## src/rtl/rrf_alloc_ctrl_pkg.sv

```systemverilog
// rrf_alloc_ctrl_pkg: RRF pool geometry and dispatch width shared by the allocator.
package rrf_alloc_ctrl_pkg;
  localparam int RRF_NUM = 64;
  localparam int RRF_SEL = 6;
  localparam int DISP_WIDTH = 2;
endpackage

```

## src/rtl/rrf_alloc_ctrl.sv

```systemverilog
// rrf_alloc_ctrl: in-order RRF tag allocator/free-list with commit retirement and flush rollback.
module rrf_alloc_ctrl #(
  parameter int RRF_NUM = rrf_alloc_ctrl_pkg::RRF_NUM,
  parameter int RRF_SEL = rrf_alloc_ctrl_pkg::RRF_SEL
) (
  input  logic               clk_i,
  input  logic               reset_i,
  input  logic [1:0]         req_num_i,
  output logic               alloc_en0_o,
  output logic [RRF_SEL-1:0] alloc_tag0_o,
  output logic               alloc_en1_o,
  output logic [RRF_SEL-1:0] alloc_tag1_o,
  output logic               stall_o,
  input  logic [1:0]         commit_num_i,
  output logic [RRF_SEL-1:0] completed_dst_rrftag0_o,
  output logic [RRF_SEL-1:0] completed_dst_rrftag1_o,
  input  logic               flush_i,
  input  logic [RRF_SEL-1:0] flush_ptr_i,
  output logic [RRF_SEL:0]   free_num_o
);
  localparam logic [RRF_SEL:0] FULL = (RRF_SEL+1)'(RRF_NUM);
  localparam logic [1:0] DISP = 2'(rrf_alloc_ctrl_pkg::DISP_WIDTH);
  logic [RRF_SEL-1:0] alloc_ptr, com_ptr, alloc_next, com_next;
  logic [RRF_SEL:0] free_num, free_next, used;
  logic [1:0] r, gnt_n, eff_c;
  logic grant;
  function automatic logic [RRF_SEL-1:0] ptr_add(input logic [RRF_SEL-1:0] ptr, input logic [1:0] n);
    return ptr + RRF_SEL'(n);
  endfunction
  always_comb begin
    r = req_num_i > DISP ? DISP : req_num_i;
    grant = !flush_i && !reset_i && ({{(RRF_SEL-1){1'b0}}, r} <= free_num);
    gnt_n = grant ? r : 2'd0;
    used = FULL - free_num;
    eff_c = {{(RRF_SEL-1){1'b0}}, commit_num_i} > used ? used[1:0] : commit_num_i;
    com_next = ptr_add(com_ptr, eff_c);
    // A flush to the current alloc_ptr is a no-op; otherwise occupancy is rebuilt from the pointers
    alloc_next = flush_i ? flush_ptr_i : ptr_add(alloc_ptr, gnt_n);
    free_next = !flush_i ? free_num - (RRF_SEL+1)'(gnt_n) + (RRF_SEL+1)'(eff_c)
              : flush_ptr_i == alloc_ptr ? free_num + (RRF_SEL+1)'(eff_c)
              : FULL - {1'b0, RRF_SEL'(flush_ptr_i - com_next)};
  end
  always_ff @(posedge clk_i) begin
    if (reset_i) begin
      alloc_ptr <= '0;
      com_ptr <= '0;
      free_num <= FULL;
    end else begin
      alloc_ptr <= alloc_next;
      com_ptr <= com_next;
      free_num <= free_next;
    end
  end
  assign alloc_en0_o = grant && r != 2'd0;
  assign alloc_en1_o = grant && r == 2'd2;
  assign stall_o = !reset_i && r != 2'd0 && !grant;
  assign alloc_tag0_o = alloc_ptr;
  assign alloc_tag1_o = ptr_add(alloc_ptr, 2'd1);
  assign completed_dst_rrftag0_o = com_ptr;
  assign completed_dst_rrftag1_o = ptr_add(com_ptr, 2'd1);
  assign free_num_o = free_num;
endmodule

```

## config.mk

```make
export PLATFORM = sky130hd
export DESIGN_NAME = rrf_alloc_ctrl
export DESIGN_NICKNAME = d
export VERILOG_FILES = /design/src/rtl/rrf_alloc_ctrl_pkg.sv /design/src/rtl/rrf_alloc_ctrl.sv
export SDC_FILE = /design/constraint.sdc
export NUM_CORES = 1
export LEC_CHECK = 0
export ABC_AREA = 1
export BUFFER_PORTS_ARGS = -buffer_cell sky130_fd_sc_hd__buf_2
export CAP_MARGIN = 20
export CORE_ASPECT_RATIO = 1.5
export CORE_UTILIZATION = 49
export CTS_CLUSTER_DIAMETER = 50
export DETAILED_ROUTE_END_ITERATION = 6
export GPL_ROUTABILITY_DRIVEN = 0
export PLACE_DENSITY = 0.79
export SLEW_MARGIN = 0
export SYNTH_ARGS = -nofsm -noshare
export SYNTH_HDL_FRONTEND = slang
export SYNTH_SLANG_ARGS = --single-unit
export TNS_END_PERCENT = 50
```

## constraint.sdc

```tcl
create_clock -name clk_i -period 8.3 [get_ports clk_i]
set_input_delay 0 -clock clk_i [delete_from_list [all_inputs] [get_ports clk_i]]
set_output_delay 0 -clock clk_i [all_outputs]
set_load 0.005 [all_outputs]
```

# --- Yosys cells after proc, flatten, opt, wreduce, memory -nomap -nowiden ---
# Cells that the tools add are included.
totals:
  reg_bits: 19
  latchBits: 0
  ramBits: 0
  mem_bits_ro: 0
  n_memories: 0
op_classes:
  n_addsub: 10
  mul: 0
  div: 0
  n_lt_le_gt_ge: 3
  eq_ne: 2
  shift: 0
  muxes: 6
  bitwise: 0
  n_reduce_logical: 10
ops:
  columns: ["op", "count"]
  rows:
  - ["7-bit by 2-bit adder with 7-bit output", 2]
  - ["7-bit 2-to-1 mux", 2]
  - ["6-bit by 1-bit adder with 6-bit output, second input constant", 2]
  - ["6-bit by 2-bit adder with 6-bit output", 2]
  - ["2-bit by 7-bit greater-than comparator with 1-bit output", 1]
  - ["2-bit by 7-bit <= comparator with 1-bit output", 1]
  - ["7-bit by 2-bit subtractor with 7-bit output", 1]
  - ["7-bit by 6-bit subtractor with 7-bit output, first input constant", 1]
  - ["7-bit subtractor, first input constant", 1]
  - ["6-bit equality test", 1]
  - ["1-bit logical AND", 6]
  - ["2-bit 2-to-1 mux", 3]
  - ["6-bit 2-to-1 mux", 1]
  - ["6-bit subtractor", 1]
  - ["1-bit logical NOT", 3]
  - ["2-bit equality test, second input constant", 1]
  - ["2-bit greater-than comparator, second input constant", 1]
  - ["2-bit nonzero test", 1]

# --- Longest topological paths before layout ---
logic_depth:
  word_depth: 8
  depth_mapped: 30
  mapped_depth_nobuf: 30

# --- Worst setup path before layout ---
# Ideal clock, no wire load.
synth_timing:
  path_kind: "reg-to-reg"
  startpoint: "reg free_num[1] (netlist: free_num_o[1])"
  endpoint: "reg free_num[4] (netlist: free_num_o[4])"
  t_arrival_ns: 3.880
  path_slack_ns: 4.312
  path_stages_with_launch: 26
  path_buffers: 0
  period_less_slack_ns: 3.988
  cell_sequence: "dfxtp_1 -> inv_1 -> ha_1 -> inv_1 -> ha_1 -> inv_1 -> nor2_1 -> o2111ai_1 -> a211oi_1 -> nand2_1 -> nand2_1 -> o21ai_1 -> inv_1 -> ha_1 -> inv_1 -> fa_1 -> inv_1 -> fa_1 -> ha_1 -> nand2_1 -> nor2_4 -> nand2_2 -> nand3_1 -> o211ai_1 -> nand2_1 -> inv_1"
synth_between:
  elab_chain_cells: 8
  elab_cells_between_ends: 14
synth_lines:
  columns: ["item", "line_no", "source"]
  rows:
  - ["start, declared", "rrf_alloc_ctrl.sv:24", "logic [RRF_SEL:0] free_num, free_next, used;"]
  - ["start signal, assigned", "rrf_alloc_ctrl.sv:51", "free_num <= free_next;"]
  - ["7-bit subtractor *", "rrf_alloc_ctrl.sv:34", "used = FULL - free_num;"]
  - ["2-bit by 7-bit greater-than comparator with 1-bit output", "rrf_alloc_ctrl.sv:35", "eff_c = {{(RRF_SEL-1){1'b0}}, commit_num_i} > used ? used[1:0] : commit_num_i;"]
  - ["2-bit 2-to-1 mux *", "rrf_alloc_ctrl.sv:35", null]
  - ["6-bit by 2-bit adder with 6-bit output *", "rrf_alloc_ctrl.sv:28", "return ptr + RRF_SEL'(n);"]
  - ["via com_next[1]", "rrf_alloc_ctrl.sv:23", "logic [RRF_SEL-1:0] alloc_ptr, com_ptr, alloc_next, com_next;"]
  - ["6-bit subtractor *", "rrf_alloc_ctrl.sv:41", ": FULL - {1'b0, RRF_SEL'(flush_ptr_i - com_next)};"]
  - ["7-bit by 6-bit subtractor with 7-bit output *", "rrf_alloc_ctrl.sv:41", null]
  - ["7-bit 2-to-1 mux *", "rrf_alloc_ctrl.sv:40", ": flush_ptr_i == alloc_ptr ? free_num + (RRF_SEL+1)'(eff_c)"]
  - ["7-bit 2-to-1 mux *", "rrf_alloc_ctrl.sv:39", "free_next = !flush_i ? free_num - (RRF_SEL+1)'(gnt_n) + (RRF_SEL+1)'(eff_c)"]
# Mark *: on every way through the listed nets, which the timed path passes. The rest lies on a longest branch.
# A chain may end at the register's enable or synchronous reset.

# --- Worst setup path in the final report ---
# Same ends and word-level chain as after synthesis.

==> key figures <==
Clock tree
  – Clock Path Buffers: 2
  – Sink Count: 19
  – Root buf cell: clkbuf_8
  – Clock transition at path regs: around 0.080 ns
  – CTS tree: built
  – Cts bufs inserted: 3
  – CTS resizes: 0
  – CTS hold repair buffers: 0
  – H-Tree Depth: 1
  – Post-CTS setup buffers: 0
  – Skew-Pair Late Insertion Delay: 0.26 ns

Setup path
  – CP startpoint: free_num_o[1]
  – Crit end category: flop
  – Crit path DAT: approximately 4.6 ns
  – Worst reg-to-reg setup slack: 3.86 ns
  – CP top delay family: adder cells
  – CP max stage delay: ~0.55 ns
  – Reg2reg start: free_num_o[1]
  – Crit path depth: 25
  – Startpoint types: flop
  – Crit path max fanout: 6
  – Crit path buf inv count: 7
  – Critical path's slowest cell: fa_1
  – CP dominant cell by count: inv_1
  – WS Path Type: flop to flop
  – Critical Path RT: about 8.5 ns
  – R2R depth: 25

Logic synthesis
  – Synth top area share: 16.1%
  – Sequential element share of the synthesized area: 15.8%
  – Yosys Warn Count: 0
  – Syn_nets: 398
  – Number of library cell types mapped by synthesis: 39
  – Synth Instances: 348
  – Synth top area cells: ha_1 (16%), dfxtp_1 (16%), nand2_1 (11%), inv_1 (10%), xor2_1 (6.2%)
  – Leading area contributor after synthesis: ha_1
  – FF+latch count, synth: 19
  – Average size of a mapped cell: 6.94 sq um
  – Mapped cell area: 0.00241 sq mm

Detailed routing
  – Vias per cell: 5.06
  – Via count: 2,312
  – Final ANT Viol Nets: 0
  – Initial DRC Count: 46
  – WL per Instance: 12.4 microns
  – Drt pass-1 iters: 4
  – Total routed wirelength: approximately 5.7 mm
  – # DRC: 0

Placed design
  – Number of port buffers: 46
  – Detailed placement HPWL: 4.66 mm
  – Post-placement setup slack: 3.92 ns

STA
  – Setup Viol. Count Final: 0
  – Slew at the pin closest to its max-slew limit: 0.553 ns
  – RSZ-0062 raised after global routing: false
  – Crit share post-route: 53.5%
  – Setup ws final: 3.86 ns
  – Final min period: 4.44 ns
  – Setup Total Neg Slack: 0 ns
  – Rel. slew slack: 63.1%
  – F_max: between 200 and 250 MHz
  – Hold violation total from the final report: 0
  – Clk_skew: 0.00447 ns
  – Slew Viols, Final: 0

GRT
  – Largest net degree at the start of global routing: 13
  – First-pass GRT wire length: 9.94 mm
  – Tot GR Track Use: 24.8%
  – GR Overflow Total: 0
  – Vias in the first global route: approximately 2.4k
  – Antenna violations before repair: 0

Power
  – LEAKAGE: around 1.5 nW
  – Switching pwr: 317 uW
  – Switching share of power: between 40% and 50%
  – P per Cell Area: 234 mW/mm^2
  – Worst VDD drop: 0.159 mV
  – Combinational Power Share: between 60% and 70%
  – Clock network power share: 10.7%
  – Internal: 321 uW
  – Register share of total power: between 20% and 30%

Die
  – Initial Utilization: between 50% and 60%
  – FP Rows: 30
  – Ports: 47
  – Core Area: 0.00462 sq mm
  – Die extent in x: 59.3 microns
  – Die Area: 0.00522 sq mm
  – Die H: 88.0 microns

Layout
  – Area grow syn2layout: 13.2%
  – Share of layout cells above drive strength 1: 21.4%
  – Ant. Diodes: 0
  – Commonest non-fill, non-tap cell in the layout: nand2_1
  – Nets: 444
  – Leading cell types in the layout, fill and taps excluded: nand2_1 (69), inv_1 (66), buf_2 (46)

Hold path
  – Hold depth: 3
  – HP Start: flush_ptr_i[5]
  – Hold Path Class: input port to flop

Job
  – Max_cap viols: 0

Outcome
  – Status: finished, final reports clean
==> cell type report <==
cell class	instances	area [sq um]
clock buffer	4	45.0
fill	451	1880
inverter	70	265
multi-input combinational	254	1730
sequential	19	380
tap	64	80.1
timing repair buffer	46	230
==> tightest hold or removal path, delay by kind of cell <==
family,cells,cell delay (ns)
buffers and inverters,2,0.19
AO/OA/AOI/OAI,1,0.09
==> power groups by stage <==
stage | clock network, mW | logic (mW) | registers, mW
final | 0.0683 | 0.416 | 0.154
after global routing | 0.0715 | 0.486 | 0.159
after CTS | 0.0692 | 0.417 | 0.154
after detailed placement | 0 | 0.411 | 0.156
after global placement | 0 | 0.399 | 0.154
after floorplan | 0 | 0.324 | 0.140
==> synthesized netlist by cell type <==
library cell  count
buf_6             2
xnor2_1           2
a21oi_1          10
xor2_1           17
nand3_1          22
a211oi_1          1
dfxtp_1          19
a31oi_1           3
buf_2             2
o22ai_1           1
o2111ai_1         1
nor3_2            1
nand2_4           4
nand4_1           3
clkbuf_1          1
nor2_1           30
inv_2             2
nor4_1            1
clkinv_2          2
nand2_2           7
a21oi_2           1
nor4_2            1
o21ai_0           9
or2_2             4
o21ai_1           6
xnor3_1           1
nand3_2           7
nor2_2            2
ha_1             31
inv_1            66
nor2_4            1
and2_1            1
nand2_1          69
o31ai_1           2
fa_1              6
o211ai_1          4
o32ai_1           1
nor3_1            2
nand3_4           3
==> final timing paths <==
kind	endpoint
hold reg to reg	completed_dst_rrftag0_o[5]
setup reg to reg	free_num_o[4]
hold / removal	alloc_tag0_o[5]
setup / recovery	free_num_o[4]
==> logic make-up after synthesis <==
logic type	synth area share [%]
AOI/OAI and AO/OA	9.49
buffers and inverters	12.5
adders and majority gates	21.0
xor gates and xnor gates	7.83
and+or+nand+nor	33.4
DFF	15.8
==> state kept, by name, indices dropped and copies added (netlist names) <==
signal,flops
alloc_tag0_o,6
completed_dst_rrftag0_o,6
free_num_o,7
==> through the flow <==
| stage | hold slack (ns) | area, sq um | total power [mW] | instances | utilization [%] |
|---|---|---|---|---|---|
| 5_1_grt | 0.0584 | 2730 | 0.716 | 457 | 59.2 |
| 4_1_cts | 0.0491 | 2730 | 0.640 | 457 | 59.2 |
| 6_report | 0.0465 | 2730 | 0.638 | 457 | 59.2 |
| 3_5_place_dp | 0.321 | 2690 | 0.568 | 453 | 58.2 |
| 3_3_place_gp | 0.316 | 2690 | 0.554 | 453 | 58.2 |
| 2_1_floorplan | 0.112 | 2410 | 0.464 | 348 | - |
==> routing by layer <==
layer	vias to the layer above	wire, microns	global-route usage, %	share of wire, %
li1	1192	-	-	-
met4	0	157	12.3	2.8
met3	16	227	2.22	4.0
met2	57	3060	48.0	54
met1	1047	2230	25.4	39
met5	-	0	0	0
(Power assumes the default switching activity.)
